$ cat config.mk
export PLATFORM = sky130hd
export DESIGN_NAME = hazard_unit_flat
export DESIGN_NICKNAME = d
export VERILOG_FILES = /design/src/rtl/hazard_pkg.sv /design/src/rtl/hazard_unit_if.sv /design/src/rtl/div_stall_fsm.sv /design/src/rtl/hazard_unit.sv /design/src/flat_wrapper.sv
export SDC_FILE = /design/constraint.sdc
export NUM_CORES = 1
export LEC_CHECK = 0
export CAP_MARGIN = 20
export CORE_UTILIZATION = 32
export DETAILED_ROUTE_END_ITERATION = 7
export GPL_TIMING_DRIVEN = 0
export HOLD_SLACK_MARGIN = 0.12
export PLACE_DENSITY = 0.75
export SLEW_MARGIN = 30
export SYNTH_ARGS = -nofsm -noshare
export SYNTH_HDL_FRONTEND = slang
export SYNTH_SLANG_ARGS = --single-unit
$ cat constraint.sdc
create_clock -name clk -period 3 [get_ports clk]
set_clock_uncertainty 0.05 [all_clocks]
set_input_delay 0.6 -clock clk [delete_from_list [all_inputs] [get_ports clk]]
set_output_delay 0.6 -clock clk [all_outputs]
set_load 0.02 [all_outputs]
$ cat src/rtl/hazard_pkg.sv
// Shared constants for the pipeline hazard unit: forwarding select codes and divider FSM states.
package hazard_pkg;

    localparam logic [1:0] FWD_REG = 2'b00;
    localparam logic [1:0] FWD_WB  = 2'b01;
    localparam logic [1:0] FWD_MEM = 2'b10;

    typedef enum logic [1:0] {
        DIV_IDLE = 2'd0,
        DIV_BUSY = 2'd1,
        DIV_DONE = 2'd2
    } div_state_e;

endpackage

$ cat src/rtl/hazard_unit_if.sv
// Bundle of pipeline-stage register numbers/controls in and hazard controls out.
// The pipeline drives the master side, the hazard unit sits on the slave side.
interface hazard_unit_if #(
    parameter int REGADDR_W = 5,
    parameter int PERF_W    = 32
);
    import hazard_pkg::*;

    logic [REGADDR_W-1:0] rsD, rtD, rsE, rtE;
    logic [REGADDR_W-1:0] writeregE, writeregM, writeregW;
    logic                 regwriteE, regwriteM, regwriteW;
    logic                 memtoregE, memtoregM;
    logic                 branchD, jrD, divE;

    logic [1:0]           forwardAE, forwardBE;
    logic                 forwardAD, forwardBD;
    logic                 stallF, stallD, stallE;
    logic                 flushE, flushM;
    logic                 div_start, div_done;
    logic [PERF_W-1:0]    stall_cnt;
    div_state_e           div_state;

    modport master (
        output rsD, rtD, rsE, rtE, writeregE, writeregM, writeregW,
               regwriteE, regwriteM, regwriteW, memtoregE, memtoregM,
               branchD, jrD, divE,
        input  forwardAE, forwardBE, forwardAD, forwardBD,
               stallF, stallD, stallE, flushE, flushM,
               div_start, div_done, stall_cnt, div_state
    );

    modport slave (
        input  rsD, rtD, rsE, rtE, writeregE, writeregM, writeregW,
               regwriteE, regwriteM, regwriteW, memtoregE, memtoregM,
               branchD, jrD, divE,
        output forwardAE, forwardBE, forwardAD, forwardBD,
               stallF, stallD, stallE, flushE, flushM,
               div_start, div_done, stall_cnt, div_state
    );

endinterface

$ cat src/rtl/div_stall_fsm.sv
// Divider sequencer: launches a divide, holds EX for DIV_CYCLES busy cycles,
// then flags the result for one cycle while EX advances.
module div_stall_fsm
    import hazard_pkg::*;
#(
    parameter int DIV_CYCLES = 32
) (
    input  logic       clk,
    input  logic       resetn,
    input  logic       divE,
    output logic       div_stall,
    output logic       div_start,
    output logic       div_done,
    output div_state_e state
);

    logic [5:0] cnt;

    always_ff @(posedge clk or negedge resetn) begin
        if (!resetn) begin
            state <= DIV_IDLE;
            cnt   <= 6'd0;
        end else begin
            case (state)
                DIV_IDLE: begin
                    if (divE) begin
                        state <= DIV_BUSY;
                        cnt   <= 6'(DIV_CYCLES - 1);
                    end
                end
                DIV_BUSY: begin
                    if (cnt == 6'd0) state <= DIV_DONE;
                    else             cnt   <= cnt - 6'd1;
                end
                DIV_DONE: state <= DIV_IDLE;
                default:  state <= DIV_IDLE;
            endcase
        end
    end

    // The launch cycle already stalls: divE is seen in IDLE before the state moves.
    assign div_start = (state == DIV_IDLE) && divE;
    assign div_stall = div_start || (state == DIV_BUSY);
    assign div_done  = (state == DIV_DONE);

endmodule

$ cat src/rtl/hazard_unit.sv
// Pipeline hazard controller: EX/ID forwarding selects, load-use and branch stalls,
// divider hold sequencing. Define HAZ_PERF_CNT_EN to build the saturating stall counter.
module hazard_unit
    import hazard_pkg::*;
#(
    parameter int DIV_CYCLES = 32
) (
    input logic         clk,
    input logic         resetn,
    hazard_unit_if.slave hz
);

    logic [1:0] fwd_ae, fwd_be;
    logic       lwstall, brstall, br_dep_e, br_dep_m;
    logic       div_stall, div_start, div_done;
    logic       front_stall;

    always_comb begin
        fwd_ae = FWD_REG;
        if (hz.regwriteM && (hz.rsE != '0) && (hz.writeregM == hz.rsE))
            fwd_ae = FWD_MEM;
        else if (hz.regwriteW && (hz.rsE != '0) && (hz.writeregW == hz.rsE))
            fwd_ae = FWD_WB;
    end

    always_comb begin
        fwd_be = FWD_REG;
        if (hz.regwriteM && (hz.rtE != '0) && (hz.writeregM == hz.rtE))
            fwd_be = FWD_MEM;
        else if (hz.regwriteW && (hz.rtE != '0) && (hz.writeregW == hz.rtE))
            fwd_be = FWD_WB;
    end

    assign hz.forwardAE = fwd_ae;
    assign hz.forwardBE = fwd_be;
    assign hz.forwardAD = (hz.rsD != '0) && hz.regwriteM && (hz.writeregM == hz.rsD);
    assign hz.forwardBD = (hz.rtD != '0) && hz.regwriteM && (hz.writeregM == hz.rtD);

    // Branch compares in ID cannot take EX results or MEM load data, only MEM ALU out.
    assign lwstall  = hz.memtoregE && ((hz.rtE == hz.rsD) || (hz.rtE == hz.rtD));
    assign br_dep_e = hz.regwriteE && ((hz.writeregE == hz.rsD) || (hz.writeregE == hz.rtD));
    assign br_dep_m = hz.memtoregM && ((hz.writeregM == hz.rsD) || (hz.writeregM == hz.rtD));
    assign brstall  = (hz.branchD || hz.jrD) && (br_dep_e || br_dep_m);

    div_stall_fsm #(
        .DIV_CYCLES(DIV_CYCLES)
    ) u_div (
        .clk       (clk),
        .resetn    (resetn),
        .divE      (hz.divE),
        .div_stall (div_stall),
        .div_start (div_start),
        .div_done  (div_done),
        .state     (hz.div_state)
    );

    // A running divide holds EX, so no bubble goes into ID-EX; the bubble moves to EX-MEM.
    assign front_stall  = lwstall || brstall || div_stall;
    assign hz.stallF    = front_stall;
    assign hz.stallD    = front_stall;
    assign hz.stallE    = div_stall;
    assign hz.flushM    = div_stall;
    assign hz.flushE    = (lwstall || brstall) && !div_stall;
    assign hz.div_start = div_start;
    assign hz.div_done  = div_done;

`ifdef HAZ_PERF_CNT_EN
    localparam int PERF_W = $bits(hz.stall_cnt);

    logic [PERF_W-1:0] stall_cnt_q;

    always_ff @(posedge clk or negedge resetn) begin
        if (!resetn)
            stall_cnt_q <= '0;
        else if (front_stall && (stall_cnt_q != '1))
            stall_cnt_q <= stall_cnt_q + PERF_W'(1);
    end

    assign hz.stall_cnt = stall_cnt_q;
`else
    assign hz.stall_cnt = '0;
`endif

endmodule

$ cat src/flat_wrapper.sv
// flat-port wrapper written by rule: the top's interface ports become plain ports
module hazard_unit_flat import hazard_pkg::*;
#(
    parameter int DIV_CYCLES = 32
)
  (clk, resetn, hz_rsD, hz_rtD, hz_rsE, hz_rtE, hz_writeregE, hz_writeregM, hz_writeregW, hz_regwriteE, hz_regwriteM, hz_regwriteW, hz_memtoregE, hz_memtoregM, hz_branchD, hz_jrD, hz_divE, hz_forwardAE, hz_forwardBE, hz_forwardAD, hz_forwardBD, hz_stallF, hz_stallD, hz_stallE, hz_flushE, hz_flushM, hz_div_start, hz_div_done, hz_stall_cnt, hz_div_state);
  hazard_unit_if #(.REGADDR_W(5), .PERF_W(32)) hz_i ();
  input logic clk;
  input logic resetn;
  input wire logic [$bits(hz_i.rsD)-1:0] hz_rsD;
  input wire logic [$bits(hz_i.rtD)-1:0] hz_rtD;
  input wire logic [$bits(hz_i.rsE)-1:0] hz_rsE;
  input wire logic [$bits(hz_i.rtE)-1:0] hz_rtE;
  input wire logic [$bits(hz_i.writeregE)-1:0] hz_writeregE;
  input wire logic [$bits(hz_i.writeregM)-1:0] hz_writeregM;
  input wire logic [$bits(hz_i.writeregW)-1:0] hz_writeregW;
  input wire logic [$bits(hz_i.regwriteE)-1:0] hz_regwriteE;
  input wire logic [$bits(hz_i.regwriteM)-1:0] hz_regwriteM;
  input wire logic [$bits(hz_i.regwriteW)-1:0] hz_regwriteW;
  input wire logic [$bits(hz_i.memtoregE)-1:0] hz_memtoregE;
  input wire logic [$bits(hz_i.memtoregM)-1:0] hz_memtoregM;
  input wire logic [$bits(hz_i.branchD)-1:0] hz_branchD;
  input wire logic [$bits(hz_i.jrD)-1:0] hz_jrD;
  input wire logic [$bits(hz_i.divE)-1:0] hz_divE;
  output wire logic [$bits(hz_i.forwardAE)-1:0] hz_forwardAE;
  output wire logic [$bits(hz_i.forwardBE)-1:0] hz_forwardBE;
  output wire logic [$bits(hz_i.forwardAD)-1:0] hz_forwardAD;
  output wire logic [$bits(hz_i.forwardBD)-1:0] hz_forwardBD;
  output wire logic [$bits(hz_i.stallF)-1:0] hz_stallF;
  output wire logic [$bits(hz_i.stallD)-1:0] hz_stallD;
  output wire logic [$bits(hz_i.stallE)-1:0] hz_stallE;
  output wire logic [$bits(hz_i.flushE)-1:0] hz_flushE;
  output wire logic [$bits(hz_i.flushM)-1:0] hz_flushM;
  output wire logic [$bits(hz_i.div_start)-1:0] hz_div_start;
  output wire logic [$bits(hz_i.div_done)-1:0] hz_div_done;
  output wire logic [$bits(hz_i.stall_cnt)-1:0] hz_stall_cnt;
  output wire logic [$bits(hz_i.div_state)-1:0] hz_div_state;
  assign hz_i.rsD = hz_rsD;
  assign hz_i.rtD = hz_rtD;
  assign hz_i.rsE = hz_rsE;
  assign hz_i.rtE = hz_rtE;
  assign hz_i.writeregE = hz_writeregE;
  assign hz_i.writeregM = hz_writeregM;
  assign hz_i.writeregW = hz_writeregW;
  assign hz_i.regwriteE = hz_regwriteE;
  assign hz_i.regwriteM = hz_regwriteM;
  assign hz_i.regwriteW = hz_regwriteW;
  assign hz_i.memtoregE = hz_memtoregE;
  assign hz_i.memtoregM = hz_memtoregM;
  assign hz_i.branchD = hz_branchD;
  assign hz_i.jrD = hz_jrD;
  assign hz_i.divE = hz_divE;
  assign hz_forwardAE = hz_i.forwardAE;
  assign hz_forwardBE = hz_i.forwardBE;
  assign hz_forwardAD = hz_i.forwardAD;
  assign hz_forwardBD = hz_i.forwardBD;
  assign hz_stallF = hz_i.stallF;
  assign hz_stallD = hz_i.stallD;
  assign hz_stallE = hz_i.stallE;
  assign hz_flushE = hz_i.flushE;
  assign hz_flushM = hz_i.flushM;
  assign hz_div_start = hz_i.div_start;
  assign hz_div_done = hz_i.div_done;
  assign hz_stall_cnt = hz_i.stall_cnt;
  assign hz_div_state = hz_i.div_state;
  hazard_unit #(.DIV_CYCLES(DIV_CYCLES)) u_core (.clk(clk), .resetn(resetn), .hz(hz_i));
endmodule
Word level (Yosys, flattened, before mapping)
Index checks and enable logic that the tools add are counted.

operators by class
  divide/modulo/power cells = 0
  add/subtract/negate cells = 1
  shift-type cells = 0
  equal/unequal tests = 15
  reductions and logical operators = 36
  bitwise logic cells = 0
  $lt $le $gt $ge = 0
  mux-type cells = 10
  $mul = 0

operators by type and width
  cell                 number
  $eq 5x5->1           10
  $reduce_bool 5->1    4
  $logic_and 1x1->1    18
  $mux 6               2
  $pmux 6 s2           1
  $logic_or 1x1->1     8
  $mux 2               4
  $logic_not 6->1      1
  $ne 2x2->1 const B   3
  $sub 6x1->6 const B  1
  $pmux 2 s2           1
  $reduce_and 3->1     1
  $eq 2x1->1 const B   1
  $eq 2x2->1 const B   1
  $logic_not 2->1      1
  $mux 1               2
  $reduce_and 2->1     1
  $reduce_bool 2->1    1
  $logic_not 1->1      1

word-level totals
  memory bits (read-only) = 0
  register bits = 8
  input bits = 45
  output and inout port bits = 47
  latch bits = 0
  memories kept = 0
  logic and storage cells = 64
  bits in writable memories = 0

Logic depth before layout (Yosys ltp)
Gate-level depths: netlist of run 1.

  depth after elaboration = 7
  mapped depth = 7
  mapped depth without buffers = 6

Hierarchy
From an unflattened synthesis of run 1, not the netlist that was laid out.

second synthesis, totals
  cell total of the unflattened synthesis = 172
  area, all modules = 1432.6 sq um

modules (own cells, without submodules)
  module         area an instance (sq um)  seq. area each (sq um)  cells each  instances
  hazard_unit    988.4                     0.0                     131         1
  div_stall_fsm  444.2                     200.2                   41          1

Worst setup path before layout of run 1
Ideal clock, no wire load.

  kind = in2out
  start point = input hz_rsE[1]
  end point = output hz_forwardAE[0]
  data required time = 2350 ps
  data arrival time = 2107 ps
  path buffers = 0
  setup slack = 243 ps
  stages on the path = 4
  cell sequence = or4_1 nor2_1 nor4_1 nor4_1

on the way
  longest elaborated chain between the ends = 5
  elaborated cells between the ends (all ways) = 9
  those cells by class = 2 x eq/ne; 2 x mux; 5 x reduce/logical

ends and longest elaborated chain
  element                         RTL line                              source
  start: declaration              flat_wrapper.sv:12                    input wire logic [$bits(hz_i.rsE)-1:0] hz_rsE;
  $reduce_bool 5->1               hazard_unit.sv:20, hazard_unit.sv:22
  $logic_and 1x1->1 (2 in a row)  hazard_unit.sv:22                     else if (hz.regwriteW && (hz.rsE != '0) && (hz.writeregW == hz.rsE))
  $mux 1                          hazard_unit.sv:22
  $mux 2 (*)                      hazard_unit.sv:20                     if (hz.regwriteM && (hz.rsE != '0) && (hz.writeregM == hz.rsE))
  end: declaration                flat_wrapper.sv:25                    output wire logic [$bits(hz_i.forwardAE)-1:0] hz_forwardAE;

Every way passes the cells marked *; elsewhere a longest branch is shown, timed or not.

Final worst setup path of run 1
  start point = input hz_writeregE[3]
  end point = output hz_stallF

on the way
  longest elaborated chain between the ends = 7
  elaborated cells between the ends (all ways) = 8
  those cells by class = 2 x eq/ne; 6 x reduce/logical

ends and longest elaborated chain
  element                            RTL line            source
  start: declaration                 flat_wrapper.sv:14  input wire logic [$bits(hz_i.writeregE)-1:0] hz_writeregE;
  $eq 5x5->1                         hazard_unit.sv:41   assign br_dep_e = hz.regwriteE && ((hz.writeregE == hz.rsD) || (hz.writeregE == hz.rtD));
  $logic_or 1x1->1 (*)               hazard_unit.sv:41
  $logic_and 1x1->1 (*)              hazard_unit.sv:41
  $logic_or 1x1->1 (*)               hazard_unit.sv:43   assign brstall = (hz.branchD || hz.jrD) && (br_dep_e || br_dep_m);
  $logic_and 1x1->1 (*)              hazard_unit.sv:43
  $logic_or 1x1->1 (*) (2 in a row)  hazard_unit.sv:58   assign front_stall = lwstall || brstall || div_stall;
  end: declaration                   flat_wrapper.sv:29  output wire logic [$bits(hz_i.stallF)-1:0] hz_stallF;

Marks and branches as above.

==> results of run 1 <==
-- state kept, by name (all words and copies together) (netlist names) --
signal              cells
u_core.u_div.cnt        6
u_core.u_div.state      2
-- cells in the final DEF (no fill, tap or decap), types with 2 or more instances in the layout --
master,count
sky130_fd_sc_hd__a21oi_1,4
sky130_fd_sc_hd__buf_4,36
sky130_fd_sc_hd__buf_6,3
sky130_fd_sc_hd__clkbuf_1,2
sky130_fd_sc_hd__clkbuf_8,3
sky130_fd_sc_hd__clkdlybuf4s50_1,32
sky130_fd_sc_hd__conb_1,32
sky130_fd_sc_hd__dfrtp_1,8
sky130_fd_sc_hd__dlygate4sd2_1,10
sky130_fd_sc_hd__dlymetal6s2s_1,6
sky130_fd_sc_hd__ha_1,2
sky130_fd_sc_hd__inv_1,3
sky130_fd_sc_hd__nand2_1,4
sky130_fd_sc_hd__nand3_1,4
sky130_fd_sc_hd__nand4_1,5
sky130_fd_sc_hd__nor2_1,9
sky130_fd_sc_hd__nor3_1,3
sky130_fd_sc_hd__nor3_2,2
sky130_fd_sc_hd__nor4_1,5
sky130_fd_sc_hd__nor4_2,2
sky130_fd_sc_hd__o21ai_1,3
sky130_fd_sc_hd__o311a_1,2
sky130_fd_sc_hd__or3_1,2
sky130_fd_sc_hd__or4_1,2
sky130_fd_sc_hd__xnor2_1,28
sky130_fd_sc_hd__xor2_1,24
-- layout make-up --
type | instances | area share, %
buffer | 41 | 14.83
tap | 50 | 2.907
clock buffer | 3 | 1.919
timing repair buffer | 52 | 23.78
sequential | 8 | 9.302
inverter | 3 | 0.5233
multi-input combinational | 147 | 46.74
-- where the power goes --
| group | internal (uW) | switching [uW] |
|---|---|---|
| Combinational | 199 | 223 |
| Sequential | 150 | 38.1 |
| Clock | 86.5 | 38.0 |
| Total | 435 | 299 |
-- kinds of logic (layout without fill, tap and decap cells) --
logic type | Yosys count | in the layout | synth area share (%)
AOI/OAI and AO/OA | 15 | 15 | 8.483
xor gates and xnor gates | 52 | 52 | 32.50
adders and majority gates | 2 | 2 | 1.785
buffers and inverters | 44 | 99 | 23.57
DFF | 8 | 8 | 14.29
other | 1 | 32 | 0.2676
and+or+nand+nor | 46 | 46 | 19.11
-- metal layers --
| metal | track usage [%] | vias to the layer above |
|---|---|---|
| li1 | - | 675 |
| met1 | 18.33 | 604 |
| met2 | 29.78 | 39 |
| met5 | 0 | - |
| met3 | 1.500 | 4 |
| met4 | 4.167 | 0 |
-- final timing paths --
path                                                       from                               to  slack (ps)  cells past startpoint
worst max-delay path                            hz_writeregE[3]                        hz_stallF          80                      8
worst min-delay path            u_core.u_div.cnt[0]$_DFFE_PN0P_  u_core.u_div.cnt[0]$_DFFE_PN0P_         440                      1
worst max register to register  u_core.u_div.cnt[0]$_DFFE_PN0P_  u_core.u_div.cnt[4]$_DFFE_PN0P_        1360                      6
worst min register to register  u_core.u_div.cnt[0]$_DFFE_PN0P_  u_core.u_div.cnt[0]$_DFFE_PN0P_         440                      1
max in group asynchronous                                resetn  u_core.u_div.cnt[3]$_DFFE_PN0P_        2030                      1
min in group asynchronous                                resetn  u_core.u_div.cnt[5]$_DFFE_PN0P_         610                      1
-- per-stage QoR --
step | power, uW | cell area (um^2)
after global routing | 797.6 | 2152
final | 734.5 | 2152
after floorplan | 472.0 | 1518
after detailed placement | 613.7 | 2101
after CTS | 741.1 | 2140
after global placement | 601.8 | 2101
-- repair_timing --
action / CTS / global route
pin swaps: 1 / 1
gates resized for setup: 25 / 9
hold buffers: 0 / 0
endpoints found under the setup margin: 9 / 5
==> summary.md, run 1 <==
| Metric | Value |
|---|---|
| Setup slack after layout | 77.50 ps |
| Clock-pin transition on the worst setup and hold timing paths | 40 ps |
| Final Routed Wirelength | around 3700 um |
| Final Hold Fails | 0 |
| Clock tree from TritonCTS | done |
| Worst setup slack after placement | -507.9 ps |
| Number of global-route vias before repair | about 1,200 |
| Cell with the most instances after synthesis | sky130_fd_sc_hd__buf_4 |
| Number of remaining DRC errors | 0 |
| Hold Slack | about 440 ps |
| CTS max path bufs | 2 |
| Post-Route Setup TNS | 0 ps |
| Outcome | finished clean |
| Buffers added on ports | 52 |
| Via density per instance | approximately 4.3 |
| Library cell with the largest summed area after synthesis | sky130_fd_sc_hd__buf_4 |
| Routed length on met2 | approximately 2000 um |
| Path category of the worst min-delay check | reg -> reg |
| Filler cell count | 395 |
| ANT nets after route | 0 |
| Setup repair bufs after CTS | 0 |
| Post-synthesis instance area | 0.001401 mm^2 |
| Biggest cell delay along the critical path | 530 ps |
| Maximum number of pins on one net before global-route repair | 9 |
| Final Wtd Congestion | a little over 0.8 |
| Die Ht | between 60 and 70 um |
| Slew Limit Fails | 0 |
| Cells after Synth | between 150 and 200 |
| Final routed wire length divided by cell count | 12.23 um |
| Post-Syn Area per Cell | roughly 8.3 um^2 |
| Final period demand of the worst path | just under 3000 ps |
| All-layer global routing usage | ~16% |
| Cell types with the largest area share after synthesis | sky130_fd_sc_hd__buf_4 (19%), sky130_fd_sc_hd__xnor2_1 (18%), sky130_fd_sc_hd__xor2_1 (15%), sky130_fd_sc_hd__dfrtp_1 (14%), sky130_fd_sc_hd__nor2_1 (2.7%) |
| Number of placed instances with taps included | ~300 |
| Multi-input gate area | just over 0.001 mm^2 |
| Number of antenna violations at the first check in global routing | 0 |
| Worst-skew pair later-pin latency | 220 ps |
| Number of cells in the finished layout apart from fillers | about 300 |
| Clk Tree Root Cell | sky130_fd_sc_hd__clkbuf_8 |
| Worst Path Arrival | around 2300 ps |
| Area share of the largest cell type after synthesis | roughly a fifth |
| Slowest cell on the critical path | sky130_fd_sc_hd__clkdlybuf4s50_1 |
| Length of routed wiring on met1 | around 1500 um |
| Synth cell count leaders | sky130_fd_sc_hd__buf_4 (35), sky130_fd_sc_hd__xnor2_1 (28), sky130_fd_sc_hd__xor2_1 (24) |
| Signed area change from the synthesized netlist to the final layout | 53.57% |
| CTS buffer count | 3 |
| Power per cell area | 341.3 mW/mm^2 |
| Number of library cell types mapped by synthesis | 36 |
| Sequential-to-total area share from yosys stat | between 10% and 20% |
| Initial Util | between 30% and 40% |
| Number of iterations in the first detailed-routing pass | 4 |
| Top achievable clock speed | about 340 MHz |
| Total of endpoints with negative setup slack in the final report | 0 |
| #FFs+latches synth | 8 |
| Worst Setup End Kind | primary output |
| Total met3 wirelength after detailed routing | between 150 and 200 um |
| Number of enable-type register cells in the synthesized netlist | 0 |
| Kind of cell with the highest combined delay on the critical path | buffers and inverters |
| Fraction of layout cells with a size suffix above 1 | between 20% and 30% |
| Setup crit start kind | input pin |
| Die X | between 60 and 70 um |
| HPWL after DPL | 3159 um |
| Period utilisation layout | 97.42% |
| Std-Cell Rows | 23 |
| Ordered cell list for the critical path | clkdlybuf4s50_1 -> xor2_1 -> nor4_1 -> a32o_1 -> a311oi_2 -> nand3b_1 -> buf_4 -> buf_4 |
| Most used DFF post-synth | sky130_fd_sc_hd__dfrtp_1 |
| First-pass GRT wire length | approximately 5500 um |
| Worst EP required | between 2000 and 2500 ps |
| Die Outline Area | approximately 0.0046 mm^2 |
| Final core utilization | 52.30% |
| Async set-reset flop share out of synthesis | 100.0% |
| Number of warning messages in the yosys log | 0 |
| Sequential Area | ~200 um^2 |
| Peak fanout along the critical path | 2 |
| Core region area | 0.004115 mm^2 |
| Crit Path Class | in -> out |
| Total leakage power | slightly above 0.001 uW |
| IO Count | just over 90 |
| Clock sink count | 8 |
| Antenna diode count | 0 |
| DRC violation total after the first TritonRoute iteration | between 50 and 60 |
| Grt total ovfl | 0 |
| Reported max-cap violation count | 0 |
| Count of buffering cells on the critical path with inverters included | 3 |
| Worst-case vdd ir drop | about 0.43 mV |
| Final nets | approximately 300 |
| Unrepaired setup endpoints after global routing | false |
| Critical path's most frequent cell | sky130_fd_sc_hd__buf_4 |
| Vias | 1,322 |
| Number of H-tree levels | 1 |
| Uppermost metal layer occupied by signal nets | met4 |
(Power assumes the default switching activity.)
==> run 2: changes to the inputs <==
--- a/config.mk
+++ b/config.mk
@@ -6,12 +6,11 @@
 export NUM_CORES = 1
 export LEC_CHECK = 0
 export CAP_MARGIN = 20
-export CORE_UTILIZATION = 32
+export CORE_UTILIZATION = 40
 export DETAILED_ROUTE_END_ITERATION = 7
 export GPL_TIMING_DRIVEN = 0
 export HOLD_SLACK_MARGIN = 0.12
-export PLACE_DENSITY = 0.75
-export SLEW_MARGIN = 30
+export PLACE_DENSITY = 0.9
 export SYNTH_ARGS = -nofsm -noshare
 export SYNTH_HDL_FRONTEND = slang
 export SYNTH_SLANG_ARGS = --single-unit
==> run 2 against run 1 <==
  * Global-route usage grew 4.6 points
  * Worst hold slack better by 17 ps
  * Total power down 5.0%
  * Critical path depth decreased by 4
  * Final area shrank 0.17%
  * Combinational power barely moved
  * Critical endpoint is now hz_forwardBE[1]
==> summary.md, run 2 (synthesized netlist as in run 1, its figures left out) <==
| Metric | Value |
|---|---|
| Outcome | finished clean |
| Total of endpoints with negative setup slack in the final report | 0 (unchanged) |
| Worst-skew pair later-pin latency | 260 ps (+40 ps) |
| Clock-pin transition on the worst setup and hold timing paths | 60 ps (+20 ps) |
| Worst setup slack after placement | -490.8 ps (+17.08 ps) |
| Path category of the worst min-delay check | reg -> reg |
| Std-Cell Rows | 21 (-8.7%) |
| IO Count | 92 (unchanged) |
| Grt total ovfl | 0 (unchanged) |
| Maximum number of pins on one net before global-route repair | 9 (unchanged) |
| Final period demand of the worst path | 2971 ps (+48.03 ps) |
| CTS max path bufs | 2 (unchanged) |
| Most flop-heavy register | u_core.u_div.cnt |
| Setup slack after layout | 29.48 ps (-48.03 ps) |
| Worst-case vdd ir drop | 0.3254 mV (-24%) |
| All-layer global routing usage | 20.32% (+4.6 points) |
| First-pass GRT wire length | 5623 um (+1.8%) |
| Clk Tree Root Cell | sky130_fd_sc_hd__clkbuf_4 |
| ANT nets after route | 0 (unchanged) |
| Setup crit start kind | input pin |
| Clock tree from TritonCTS | done |
| Number of cells in the finished layout apart from fillers | 301 (-0.99%) |
| Final routed wire length divided by cell count | 12.92 um (+5.7%) |
| Most common cell after layout, fill and taps aside | sky130_fd_sc_hd__buf_4 |
| Final Routed Wirelength | 3890 um (+4.7%) |
| Peak fanout along the critical path | 4 (+2) |
| Core region area | 0.003337 mm^2 (-19%) |
| Signed area change from the synthesized netlist to the final layout | 53.30% |
| Final Wtd Congestion | 0.8060 (-1.1%) |
| Initial Util | 41.99% (+7.9 points) |
| HPWL after DPL | 3220 um (+1.9%) |
| Power per cell area | 324.7 mW/mm^2 (-4.9%) |
| Total leakage power | 0.001009 uW (+0.13%) |
| Met3 track utilization from global routing | 2.731% (+1.2 points) |
| Met1 Track Usage GR | 21.00% (+2.7 points) |
| Die Outline Area | 0.003744 mm^2 (-19%) |
| Number of H-tree levels | 1 (unchanged) |
| Met2 track demand over resource in global routing | 40.53% (+11 points) |
| Worst reg2reg path depth | 6 (unchanged) |
| Most frequent cells in the layout | sky130_fd_sc_hd__buf_4 (37), sky130_fd_sc_hd__conb_1 (32), sky130_fd_sc_hd__clkdlybuf4s50_1 (30), sky130_fd_sc_hd__xnor2_1 (28), sky130_fd_sc_hd__xor2_1 (24) |
| Flip-flop count of the largest register after layout | 6 (unchanged) |
| Top achievable clock speed | 336.6 MHz (-1.6%) |
| DRC violation total after the first TritonRoute iteration | 37 (-33%) |
| Reported max-cap violation count | 0 (unchanged) |
| Largest registers in the final layout | u_core.u_div.cnt: 6 flops, u_core.u_div.state: 2 flops |
| Number of remaining DRC errors | 0 (unchanged) |
| Buffers added on ports | 52 (unchanged) |
| Final nets | 304 (+0.33%) |
| Post-CTS Hold Fix Bufs | 0 (unchanged) |
| Routing layer with the top usage in global route | met2 |
| Worst Path Arrival | 2320 ps (+50 ps) |
| Number of placed instances with taps included | 297 (-1.3%) |
| Worst EP required | 2350 ps (about the same) |
| Slew Limit Fails | 0 (unchanged) |
| Period utilisation layout | 99.02% (+1.6 points) |
| Antenna diode count | 0 (unchanged) |
| Vias | 1,361 (+3.0%) |
| Number of iterations in the first detailed-routing pass | 4 (unchanged) |
| Clock sink count | 8 (unchanged) |
| Worst Setup End Kind | primary output |
| Post-Route Setup TNS | 0 ps (unchanged) |
| Crit Path Class | in -> out |
| Design Power | 697.6 uW (-5.0%) |
| Fraction of layout cells with a size suffix above 1 | 22.75% (+1.1 points) |
| Die X | 61.19 um (-10%) |
| Hold Slack | 453.5 ps (+17.01 ps) |
| Number of antenna violations at the first check in global routing | 0 (unchanged) |
| Via density per instance | 4.522 (+4.0%) |
| Number of global-route vias before repair | 1,294 (+4.9%) |
| Final Hold Fails | 0 (unchanged) |
| Die Ht | 61.19 um (-10%) |
| CTS buffer count | 3 (unchanged) |
| Cell depth of the worst min-delay path | 1 (unchanged) |
-- run 2: path summary, 6_finish.rpt --
| check | startpoint | to | slack, ps |
|---|---|---|---|
| min | u_core.u_div.cnt[0]$_DFFE_PN0P_ | u_core.u_div.cnt[0]$_DFFE_PN0P_ | 450 |
| min reg2reg | u_core.u_div.cnt[0]$_DFFE_PN0P_ | u_core.u_div.cnt[0]$_DFFE_PN0P_ | 450 |
| max | hz_writeregM[2] | hz_forwardBE[1] | 30 |
| min in group asynchronous | resetn | u_core.u_div.state[1]$_DFFE_PN0P_ | 570 |
| max reg2reg | u_core.u_div.cnt[0]$_DFFE_PN0P_ | u_core.u_div.cnt[4]$_DFFE_PN0P_ | 1340 |
| max in group asynchronous | resetn | u_core.u_div.cnt[5]$_DFFE_PN0P_ | 2070 |
-- run 2: stage by stage --
step                      area, um^2  utilization [%]
after floorplan                 1518                -
after global placement          2096            62.80
after detailed placement        2096            62.80
after CTS                       2111            63.25
after global routing            2148            64.38
final                           2148            64.38
-- run 2: repair_timing --
action,CTS,global route
cloned,0,0
buffers inserted,0,1
pin swaps,1,4
setup endpoints to repair,9,5
gates resized for setup,28,11
-- run 2: critical path, stage by stage --
cell and delay [ps]:
sky130_fd_sc_hd__clkdlybuf4s50_1 530, sky130_fd_sc_hd__xor2_1 200, sky130_fd_sc_hd__nor4_2 320, sky130_fd_sc_hd__clkdlybuf4s50_1 670
-- run 2: metal layers --
layer,up-vias,share of wire (%)
met3,10,4.6
met2,41,55
li1,680,-
met5,-,0
met4,0,2.2
met1,630,38
-- run 2: layout make-up --
cell class	count	area [um^2]
tap	46	57.56
fill	311	1189
clock buffer	3	22.52
sequential	8	200.2
inverter	3	11.26
buffer	41	319.1
multi-input combinational	147	1025
timing repair buffer	53	513.0
-- run 2: power by group --
group	internal (uW)	switching, uW	total (uW)	leakage [uW]
combinational	199	225	424	0.000904
clock	45.9	37.8	83.7	0.0000138
sequential	149	40.4	189	0.0000921
==> run 3: changes to the inputs <==
--- a/config.mk
+++ b/config.mk
@@ -5,12 +5,13 @@
 export SDC_FILE = /design/constraint.sdc
 export NUM_CORES = 1
 export LEC_CHECK = 0
+export ABC_AREA = 1
 export CAP_MARGIN = 20
 export CORE_UTILIZATION = 40
 export DETAILED_ROUTE_END_ITERATION = 7
 export GPL_TIMING_DRIVEN = 0
 export HOLD_SLACK_MARGIN = 0.12
-export PLACE_DENSITY = 0.9
+export PLACE_DENSITY = 0.88
 export SYNTH_ARGS = -nofsm -noshare
 export SYNTH_HDL_FRONTEND = slang
 export SYNTH_SLANG_ARGS = --single-unit
==> run 3 against run 2 <==
  * Total power grew 9.8%
  * Sequential power fell by 5%
  * Final area up 6.7%
  * Global-route usage grew 1.2 points
  * First-iteration DRC count is 89% higher
  * Worst hold slack got worse by 16 ps
  * Maximum frequency grew 0.94%
  * Area after synthesis grew 6.8%
  * Critical path depth rose by 4
  * Largest cell class unchanged
==> summary.md, run 3 <==
| Metric | Value |
|---|---|
| Outcome | finished clean |
| Clk Tree Root Cell | sky130_fd_sc_hd__clkbuf_8 |
| Signed area change from the synthesized netlist to the final layout | 53.18% (about the same) |
| Synth cell count leaders | sky130_fd_sc_hd__nand2_1 (81), sky130_fd_sc_hd__buf_4 (34), sky130_fd_sc_hd__inv_1 (27) |
| Core region area | 0.003468 mm^2 (+3.9%) |
| Cell with the most instances after synthesis | sky130_fd_sc_hd__nand2_1 |
| Die Outline Area | 0.003990 mm^2 (+6.6%) |
| Hold Slack | 437.1 ps (-16.38 ps) |
| Final nets | 399 (+31%) |
| Unrepaired setup endpoints after global routing | false |
| Post-Syn Area per Cell | 5.823 um^2 (-30%) |
| Period utilisation layout | 98.09% (-0.93 points) |
| Total leakage power | 0.001298 uW (+29%) |
| HPWL after DPL | 3568 um (+11%) |
| Worst Setup End Kind | primary output |
| Antenna diode count | 0 (unchanged) |
| Final routed wire length divided by cell count | 10.62 um (-18%) |
| Worst reg2reg path depth | 11 (+5) |
| Peak fanout along the critical path | 4 (unchanged) |
| Cells after Synth | 257 (+53%) |
| ANT nets after route | 0 (unchanged) |
| CTS buffer count | 3 (unchanged) |
| Number of antenna violations at the first check in global routing | 0 (unchanged) |
| Library cell with the largest summed area after synthesis | sky130_fd_sc_hd__nand2_1 |
| Initial Util | 43.15% (+1.2 points) |
| First-pass GRT wire length | 6969 um (+24%) |
| Final core utilization | 66.09% (+1.7 points) |
| Cell depth of the worst min-delay path | 2 (+1) |
| Number of iterations in the first detailed-routing pass | 5 (+1) |
| Area share of the largest cell type after synthesis | 20.32% (+1.6 points) |
| Final Hold Fails | 0 (unchanged) |
| Worst-case vdd ir drop | 0.1545 mV (-53%) |
| Most used DFF post-synth | sky130_fd_sc_hd__dfrtp_1 |
| Sequential-to-total area share from yosys stat | 13.38% (-0.91 points) |
| Number of library cell types mapped by synthesis | 30 (-17%) |
| Number of H-tree levels | 1 (unchanged) |
| Number of global-route vias before repair | 1,600 (+24%) |
| Flip-flop count of the largest register after layout | 6 (unchanged) |
| Die Ht | 63.17 um (+3.2%) |
| Worst Path Arrival | 2290 ps (-30 ps) |
| Most common cell after layout, fill and taps aside | sky130_fd_sc_hd__nand2_1 |
| Largest registers in the final layout | u_core.u_div.cnt: 6 flops, u_core.u_div.state: 2 flops |
| Path category of the worst min-delay check | reg -> reg |
| CTS max path bufs | 2 (unchanged) |
| Final Routed Wirelength | 4207 um (+8.1%) |
| Top achievable clock speed | 339.8 MHz (+0.94%) |
| Grt total ovfl | 0 (unchanged) |
| Post-synthesis instance area | 0.001496 mm^2 (+6.8%) |
| Number of enable-type register cells in the synthesized netlist | 0 (unchanged) |
| Total of endpoints with negative setup slack in the final report | 0 (unchanged) |
| Vias | 1,810 (+33%) |
| Clock sink count | 8 (unchanged) |
| Most flop-heavy register | u_core.u_div.cnt |
| Crit Path Class | in -> out |
| Number of remaining DRC errors | 0 (unchanged) |
| Async set-reset flop share out of synthesis | 100.0% (unchanged) |
| Cell types with the largest area share after synthesis | sky130_fd_sc_hd__nand2_1 (20%), sky130_fd_sc_hd__buf_4 (17%), sky130_fd_sc_hd__dfrtp_1 (13%), sky130_fd_sc_hd__inv_1 (6.8%), sky130_fd_sc_hd__xnor2_1 (5.9%) |
| Clock tree from TritonCTS | done |
| Post-CTS Hold Fix Bufs | 0 (unchanged) |
| IO Count | 92 (unchanged) |
| Final period demand of the worst path | 2943 ps (-27.81 ps) |
| Maximum number of pins on one net before global-route repair | 9 (unchanged) |
| Final Wtd Congestion | 0.9393 (+17%) |
| Buffers added on ports | 59 (+13%) |
| Std-Cell Rows | 21 (unchanged) |
| #FFs+latches synth | 8 (unchanged) |
| Reported max-cap violation count | 0 (unchanged) |
| Number of warning messages in the yosys log | 0 (unchanged) |
| Most frequent cells in the layout | sky130_fd_sc_hd__nand2_1 (81), sky130_fd_sc_hd__clkdlybuf4s50_1 (42), sky130_fd_sc_hd__buf_4 (35), sky130_fd_sc_hd__conb_1 (32), sky130_fd_sc_hd__inv_1 (27) |
| Slew Limit Fails | 0 (unchanged) |
| Fraction of layout cells with a size suffix above 1 | 17.14% (-5.6 points) |
| Worst-skew pair later-pin latency | 230 ps (-30 ps) |
| Worst EP required | 2350 ps (about the same) |
| Power per cell area | 334.3 mW/mm^2 (+2.9%) |
| Clock-pin transition on the worst setup and hold timing paths | 40 ps (-20 ps) |
| All-layer global routing usage | 21.49% (+1.2 points) |
| DRC violation total after the first TritonRoute iteration | 70 (+89%) |
| Via density per instance | 4.571 (+1.1%) |
| Die X | 63.17 um (+3.2%) |
| Setup crit start kind | input pin |
==> run 3: cells by family after synthesis <==
family	synth area share, %
simple gates	39.21
other cells	0.2506
fa+ha+maj	1.672
flops	13.38
compound gates	9.198
buf+inv	26.34
xor+xnor	9.950
==> run 3: final cells by class <==
type	count	area (um^2)
Sequential cell	8	200.2
Inverter	37	138.9
Fill cell	344	1176
Timing Repair Buffer	59	575.6
Buffer	34	255.2
Tap cell	46	57.56
Clock buffer	3	41.29
Multi-Input combinational cell	209	1023
==> run 3: what timing repair did <==
item | CTS | global route
setup buffers | 0 | 0
endpoints found under the setup margin | 9 | 6
resized for setup | 14 | 12
==> run 3: routing by layer <==
layer / track usage (%) / vias to the layer above / wire length, um
li1: - / 929 / -
met1: 26.94 / 791 / 1805
met2: 39.25 / 83 / 2101
met3: 1.268 / 7 / 245
met4: 5.523 / 0 / 54
met5: 0 / - / 0
==> run 3: path summary, 6_finish.rpt <==
check,start,end,slack [ps]
worst min register to register,u_core.u_div.cnt[4]$_DFFE_PN0P_,u_core.u_div.cnt[4]$_DFFE_PN0P_,440
worst max register to register,u_core.u_div.cnt[0]$_DFFE_PN0P_,u_core.u_div.cnt[5]$_DFFE_PN0P_,1460
worst max-delay path,hz_writeregM[3],hz_forwardAD,60
worst min-delay path,u_core.u_div.cnt[4]$_DFFE_PN0P_,u_core.u_div.cnt[4]$_DFFE_PN0P_,440
min in group asynchronous,resetn,u_core.u_div.cnt[3]$_DFFE_PN0P_,600
max in group asynchronous,resetn,u_core.u_div.cnt[2]$_DFFE_PN0P_,2040
==> run 3: stage by stage <==
stage	TNS [ps]	power, uW	instance area (um^2)	std cells	worst slack (ps)
after floorplan	0	469.6	1613	288	743.4
after global routing	0	826.7	2292	396	6.083
after detailed placement	-1587	637.3	2261	393	-296.1
final	0	766.2	2292	396	57.28
after global placement	-1476	622.4	2261	393	-288.5
after CTS	0	768.5	2291	396	8.838
==> run 3: critical path, cell delays in order <==
cell and delay (ps):
sky130_fd_sc_hd__clkdlybuf4s50_1 610, sky130_fd_sc_hd__inv_2 100, sky130_fd_sc_hd__nand2_1 80, sky130_fd_sc_hd__nand2_1 50, sky130_fd_sc_hd__nor2_1 90, sky130_fd_sc_hd__nand3_1 100
sky130_fd_sc_hd__a311oi_1 270, sky130_fd_sc_hd__dlygate4sd2_1 380
==> run 3: power breakdown <==
part	internal (uW)	switching, uW	total (uW)
combinational	203	257	460
sequential	149	30.6	179
clock	86.7	39.8	126
